File: config.mk
export PLATFORM = sky130hd
export DESIGN_NAME = unidade_controle
export DESIGN_NICKNAME = d
export VERILOG_FILES = /design/src/rtl/unidade_controle.sv
export SDC_FILE = /design/constraint.sdc
export NUM_CORES = 1
export LEC_CHECK = 0
export BUFFER_PORTS_ARGS = -buffer_cell sky130_fd_sc_hd__buf_2
export CORE_AREA = 2 2 39 41
export DETAILED_ROUTE_END_ITERATION = 10
export DIE_AREA = 0 0 41 43
export PLACE_DENSITY = 0.62
export SYNTH_ARGS = -nofsm -noshare
export SYNTH_HDL_FRONTEND = slang
export SYNTH_SLANG_ARGS = --single-unit
File: constraint.sdc
create_clock -name clock -period 1.4 [get_ports clock]
set_input_delay 0.21 -clock clock [delete_from_list [all_inputs] [get_ports clock]]
set_output_delay 0.21 -clock clock [all_outputs]
set_load 0.01 [all_outputs]
File: src/rtl/unidade_controle.sv
// unidade_controle: Moore control FSM for a memory-matching game round (moves, compare, timeout)
module unidade_controle (
    input  logic       clock,
    input  logic       reset,
    input  logic       iniciar,
    input  logic       fimC,
    input  logic       jogada,
    input  logic       igual,
    input  logic       timeout,
    output logic       zeraC,
    output logic       contaC,
    output logic       zeraR,
    output logic       registraR,
    output logic       pronto,
    output logic       acertou,
    output logic       errou,
    output logic       db_timeout,
    output logic [3:0] db_estado
);
    typedef enum logic [3:0] {
        inicial     = 4'h0,
        preparacao  = 4'h1,
        espera      = 4'h2,
        registra    = 4'h4,
        comparacao  = 4'h5,
        proximo     = 4'h6,
        fim_acerto  = 4'hA,
        fim_timeout = 4'hD,
        fim_erro    = 4'hE
    } estado_t;

    estado_t estado, estado_prox;

    // state register; reset aborts any round immediately
    always_ff @(posedge clock or posedge reset)
        if (reset) estado <= inicial;
        else estado <= estado_prox;

    // next-state logic; a move beats a simultaneous timeout, unused codes fall back to inicial
    always_comb begin
        estado_prox = inicial;
        case (estado)
            inicial:     estado_prox = iniciar ? preparacao : inicial;
            preparacao:  estado_prox = espera;
            espera:      estado_prox = jogada ? registra : (timeout ? fim_timeout : espera);
            registra:    estado_prox = comparacao;
            comparacao:  estado_prox = !igual ? fim_erro : (fimC ? fim_acerto : proximo);
            proximo:     estado_prox = espera;
            fim_acerto:  estado_prox = iniciar ? preparacao : fim_acerto;
            fim_erro:    estado_prox = iniciar ? preparacao : fim_erro;
            fim_timeout: estado_prox = iniciar ? preparacao : fim_timeout;
            default:     estado_prox = inicial;
        endcase
    end

    assign zeraC      = estado == preparacao;
    assign zeraR      = estado == preparacao;
    assign registraR  = estado == registra;
    assign contaC     = estado == proximo;
    assign pronto     = estado == fim_acerto || estado == fim_erro || estado == fim_timeout;
    assign acertou    = estado == fim_acerto;
    assign errou      = estado == fim_erro || estado == fim_timeout;
    assign db_timeout = estado == fim_timeout;
    assign db_estado  = estado;
endmodule
Word-level counts from Yosys, hierarchy flattened. Index checks and enable logic that the tools add are counted.

Reduce and logical (&&, ||, !) cells: 5. Eq/ne operators: 8. Muxes and demuxes: 9.

Operator list (count): one-hot mux 4 bit (8 select lines) (1); two-way mux 4 bit (7); == test 4 x 3 -> 1 bit (second input constant) (3); == test 4 bit (second input constant) (3); == test 4 x 1 -> 1 bit (second input constant) (1); == test 4 x 2 -> 1 bit (second input constant) (1); logical NOT 4 bit (1); logical OR 1 bit (3); OR reduction 2 bit (1); two-way mux 1 bit (1).

Output and inout port bits: 12. Register bits: 4. Word-level logic and storage cells: 23. Bits of input ports: 7.

Logic depth before layout (Yosys ltp). Gate-level depths: netlist of the first run.

Depth in word-level cells: 3. Depth in mapped cells: 4. Mapped depth without buffers: 3.

Least setup slack after synthesis of the first run. No wires, ideal clock.

Path kind: reg-to-output. From: register estado[0], in the netlist db_estado[0]. To: output zeraR. Buffers on the path: 1. Arrival time: 1354 ps. Data required time: 1190 ps. Cell stages (with the launch flop): 4. Slack: -164 ps. Path through: dfrtp_1 > or2b_2 > nor3_1 > buf_4.

Cells in the longest elaborated chain, start to end: 1.

Ends and longest elaborated chain: start: declaration (RTL line 32) `estado_t estado, estado_prox;`; start signal: assignment (RTL line 36) `if (reset) estado <= inicial;`; start signal: assignment (RTL line 37) `else estado <= estado_prox;`; == test 4 x 1 -> 1 bit; end: declaration (RTL line 12) `output logic zeraR,`.

Every way passes these cells.

Final worst setup path of the first run.
From: register estado[0], in the netlist db_estado[0]. To: output acertou.

Cells in the longest elaborated chain, start to end: 1.

Ends and longest elaborated chain: == test 4 bit (RTL line 61) `assign acertou = estado == fim_acerto;`; end: declaration (RTL line 15) `output logic acertou,`.

Every way passes these cells.

==> results of run 1 <==
==> timing repair <==
item	4_1_cts	5_1_grt
endpoints found under the hold margin	4	0
pin swaps	0	0
buffers inserted	8	0
gates resized for setup	6	7
setup endpoints to repair	8	10
hold buffers	1	0
==> critical path, delay by kind of cell, from the launching register on <==
family / cells / cell delay [ns]
DFF: 1 / 0.44
and+or+nand+nor: 2 / 0.42
buffers and inverters: 1 / 0.16
==> worst min-delay path by stage <==
stage	endpoint	from	slack [ns]	depth (start not counted)
finish	db_estado[3]	iniciar	0.28	2
global route	db_estado[3]	iniciar	0.30	2
CTS	db_estado[3]	iniciar	0.27	2
detailed placement	db_estado[1]	reset	0.11	2
global placement	db_estado[1]	reset	0.1	2
floorplan	db_estado[1]	reset	-0.02	1
==> cell families (layout without fill, tap and decap cells) <==
kind of cell / Yosys count / count (layout) / synth area share (%)
buffers and inverters: 5 / 37 / 9.09
AO/OA/AOI/OAI: 8 / 8 / 16.4
AND/OR/NAND/NOR: 23 / 23 / 45.5
flip-flops: 4 / 4 / 29.1
==> layout by cell type, fill, tap and decap left out, types with 2 or more instances in the layout <==
cell type,count
a21oi_2,2
buf_2,17
buf_4,11
buf_6,2
clkbuf_4,3
dfrtp_2,3
inv_1,2
nand2_1,3
nand3_1,2
nor2_1,2
==> through the flow <==
step | area, um2 | setup TNS (ns)
floorplan | 350 | -0.0582
global placement | 467 | 0
detailed placement | 467 | -0.0295
CTS | 581 | -0.418
global route | 611 | -1.07
finish | 611 | -0.460
==> power breakdown <==
part	internal, uW	switching [uW]	total (uW)
logic	372	328	699
clock network	108	57.9	166
registers	169	78.1	247
==> final cells by class <==
type,instances,area (um2)
multi-input cells,31,253
inverters,2,7.51
fillers,145,773
clock buffers,4,26.3
repair buffers,31,200
well taps,16,20.0
flip-flops and latches,4,104
==> routing by layer <==
metal / track usage (%) / vias up
met1: 18.4 / 199
met4: 14.0 / 0
li1: - / 210
met5: 0 / -
met3: 3.14 / 4
met2: 22.8 / 19
==> reports/results.ini, run 1 <==
[floorplan]
rows = 14
die-height_um = 43
ioPinCount = 19
dieArea_um2 = 1760
dieWidth_um = 41
core_area_um2 = 1380
start_util_pct = 24.9

[cts]
clock_latency_ns = 0.25
cts_root_buf = clkbuf_4
htreeDepth = 1
clk_pin_slew_ns = 0.05
cts.sinks = 4
numCtsBuffers = 3
clk_path_buf_depth = 2
cts_tree = yes

[timing]
min_period_ns = 1.48
finalHoldViolations = 0
clock.fmax_mhz = 675
maxSlewViolCount = 0
setup_viol = 8
rsz0062_at_grt = true
maxSlewHeadroom_pct = 81.7
fin_crit_sh_pct = 106
finClkSkew_ns = 0.0146
whs_ns = 0.279
setup_ws_ns = -0.0818
tightest_slew_ns = 0.270

[cells_and_area]
final_util_pct = 44.1
drive_above_1_share_pct = 65.3
nets = 80
largest_reg_flops = 4
diodes = 0
stdcell_count = 88
syn_to_final_growth_pct = 77.5

[placement]
port_buffers = 18
dp_hpwl_um = 745
gp_congestion = 0.731
dp_worst_setup_slack_ns = -0.0295
dp.cells = 75

[synth]
synth_flop_cell = dfrtp_1
syn_area_per_cell_um2 = 8.60
ys_types = 28
netlist_area_um2 = 344
synth_warnings = 0
synthTopCellsByCount = dfrtp_1 (4), nand2_1 (4)
ys_seq_area_share_pct = 29.1
ys_ff_latch = 4
async_reset_ff_share_pct = 100
synthCells = 40
yosys.area.top_type = dfrtp_1
synth_edf_count = 0
synth_fp_nets = 47
synth_top_area_share_pct = 29.1
yosys-top-cells-area = dfrtp_1 (29%), nor3b_4 (5.5%), nand2_1 (4.4%)

[run]
cap_violations = 0

[critical_path]
ff2ff_setup_slack_ns = -0.06
crit_type = reg2out
endpoint_kind = primary output
ff2ff_path_depth = 4
worstPathRequired_ns = 1.19
r2r_start = db_estado[2]
cp-start-kind = flop
r2r-end = db_estado[2]
crit_path_end = acertou
crit_chain = nand2b_2 > nor3b_1 > buf_2
arrival_ns = 1.27
max_stage_delay_ns = 0.44
slowest_stage = dfrtp_2
startpoint = db_estado[0]
worstPathMaxFanout = 7

[routing]
drc = 0
met2_length_um = 664
routedWlPerCell_um = 13.2
vias_per_cell = 4.91
drtIter0Drc = 10
top_layer_used = met4
first_pass_iters = 4
drt-met1-wl_um = 421
totalWireLength_mm = 1.16
ant_nets = 0
wl_met3_um = 55
via_count = 432

[pwr]
ir_worst_vdd_mv = 0.511
power.static_leakage_uw = 0.000303
cellPowerDensity_nw_per_um2 = 1820
totalPowerFinal_uw = 1110

[run_status]
outcome = finished with violations
violations = negative setup slack

[global_routing]
overflow = 0
grt_pass1_vias = 403
grt_max_degree = 8
grt_pass1_wl_mm = 1.79
antenna_found_initial = 0
grt_usage_pct = 15.8

[min_path]
hp-class = in2reg

Power figures use the tool's default switching activity.
==> run 2, diff against run 1 <==
Settings changed: BUFFER_PORTS_ARGS -buffer_cell sky130_fd_sc_hd__buf_2 to -buffer_cell sky130_fd_sc_hd__buf_4.
==> run 2 against run 1 <==
Compared with the run above: the run still ends with negative setup slack left; die area unchanged; worst hold slack worse by 0.025 ns; fmax is 0.73% higher; global-route usage fell by 1.9 points; via count shrank 1.4%; power increased by 7.6%; sequential power barely moved; clock power is 4% lower; worst setup slack gained 0.011 ns; flip-flop and latch count stayed put; final area up 8.8%; largest cell class unchanged; largest power group unchanged; highest routed layer unchanged.
==> reports/results.ini, run 2 (same netlist as run 1, synthesis figures left out) <==
[placement]
port_buffers = 18  ; unchanged
dp_worst_setup_slack_ns = 0.0212  ; +0.0507 ns
dp_hpwl_um = 735  ; -1.4%
gp_congestion = 0.795  ; +8.6%
dpl_cell_area_um2 = 527  ; +13%

[timing]
min_period_ns = 1.47  ; -0.0108 ns
clock.fmax_mhz = 680  ; +0.73%
finClkSkew_ns = 0.00655  ; -0.00807 ns
tns_ns = -0.226  ; +0.234 ns
tightest_slew_ns = 0.284  ; +0.0132 ns
rsz0062_at_grt = true
whs_ns = 0.254  ; -0.0254 ns
finalHoldViolations = 0  ; unchanged
setup_viol = 5  ; -3
maxSlewViolCount = 0  ; unchanged
fin_crit_sh_pct = 105  ; -0.77 points
setup_ws_ns = -0.0710  ; +0.0108 ns
maxSlewHeadroom_pct = 80.9  ; -0.89 points

[critical_path]
r2r_start = db_estado[1]
arrival_ns = 1.26  ; about the same
max_stage_delay_ns = 0.42  ; -0.02 ns
ff2ff_path_depth = 4  ; unchanged
cpLargestDelayFamily = simple AND/OR/NAND/NOR gates
endpoint_kind = primary output
worstPathMaxFanout = 8  ; +1
r2r-end = db_estado[2]
path_buf_inv = 1  ; unchanged
crit_chain = or2b_4 > nor3_4 > buf_4
crit_type = reg2out
ff2ff_setup_slack_ns = -0.01  ; +0.05 ns
slowest_stage = dfrtp_2
cp-start-kind = flop
worstPathRequired_ns = 1.19  ; about the same

[cells_and_area]
drive_above_1_share_pct = 63.4  ; -1.9 points
finalInstanceArea_um2 = 664  ; +8.8%
final_common_cell = buf_4
largest_reg_flops = 4  ; unchanged
final_cell_mix = buf_4 (25), nand2_1 (4), clkbuf_4 (3), dfrtp_2 (3), buf_6 (3)
diodes = 0  ; unchanged
nets = 79  ; -1.3%
syn_to_final_growth_pct = 93.1

[run_status]
violations = negative setup slack
outcome = finished with violations

[routing]
routedWlPerCell_um = 12.3  ; -7.2%
drtIter0Drc = 7  ; -3
vias_per_cell = 4.90  ; -0.26%
totalWireLength_mm = 1.07  ; -8.3%
via_count = 426  ; -1.4%
drc = 0  ; unchanged
ant_nets = 0  ; unchanged
first_pass_iters = 3  ; -1

[pwr]
ir_worst_vdd_mv = 0.866  ; +69%
power.static_leakage_uw = 0.000313  ; +3.5%
cellPowerDensity_nw_per_um2 = 1800  ; -1.2%

[cts]
numCtsBuffers = 3  ; unchanged
cts.sinks = 4  ; unchanged
cts_tree = yes
clk_path_buf_depth = 2  ; unchanged
htreeDepth = 1  ; unchanged
clk_pin_slew_ns = 0.04  ; about the same
clock_latency_ns = 0.24  ; about the same
cts_root_buf = clkbuf_4

[min_path]
hold_end = db_estado[3]
whs_path_depth = 2  ; unchanged
hp-start = iniciar
hp-class = in2reg

[global_routing]
grt_pass1_wl_mm = 1.72  ; -4.2%
grt_pass1_vias = 405  ; +0.50%
overflow = 0  ; unchanged
antenna_found_initial = 0  ; unchanged
grt_usage_pct = 13.9  ; -1.9 points
grt_max_degree = 9  ; +1

[floorplan]
core_area_um2 = 1380  ; unchanged
start_util_pct = 24.9  ; unchanged
ioPinCount = 19  ; unchanged
dieArea_um2 = 1760  ; unchanged
rows = 14  ; unchanged
dieWidth_um = 41  ; unchanged
die-height_um = 43  ; unchanged

[run]
cap_violations = 0  ; unchanged

run 2: stage by stage:
step           cells  utilization (%)  total power, uW
2_1_floorplan     40                -              572
3_3_place_gp      77             38.1              816
3_5_place_dp      77             38.1              821
4_1_cts           86             46.2             1130
5_1_grt           87             48.0             1270
6_report          87             48.0             1200
run 2: what timing repair did:
item	CTS	global route
setup buffers	4	1
endpoints found under the hold margin	4	0
hold buffers	1	0
resized for setup	10	4
pin swaps	1	1
endpoints found under the setup margin	7	9
run 2: where the power goes:
group | internal, uW | switching [uW] | total (uW)
clock network | 107 | 51.6 | 159
registers | 169 | 81.4 | 250
logic | 452 | 335 | 787
run 2: worst max-delay path by stage:
stage / depth (start not counted) / slack [ns] / to / start
after CTS: 3 / -0.05 / contaC / db_estado[0]
after detailed placement: 3 / 0.02 / db_estado[2] / db_estado[0]
after global placement: 3 / 0.04 / db_estado[2] / db_estado[0]
final: 3 / -0.07 / zeraR / db_estado[0]
after global routing: 3 / -0.13 / zeraC / db_estado[1]
after floorplan: 4 / -0.03 / db_estado[2] / db_estado[2]
run 2: layer usage:
layer | track usage [%] | share of wire [%] | vias to the layer above
met1 | 16.2 | 39 | 201
met4 | 6.00 | 1.3 | 0
met2 | 23.4 | 54 | 16
met3 | 2.09 | 5.9 | 2
met5 | 0 | 0 | -
li1 | - | - | 207
run 2: final cells by class:
type	instances	area, um2
Inverter	2	7.51
Sequential cell	4	104
Clock buffer	4	26.3
Timing Repair Buffer	30	251
Multi-Input combinational cell	31	255
Tap cell	16	20.0
Fill cell	142	719
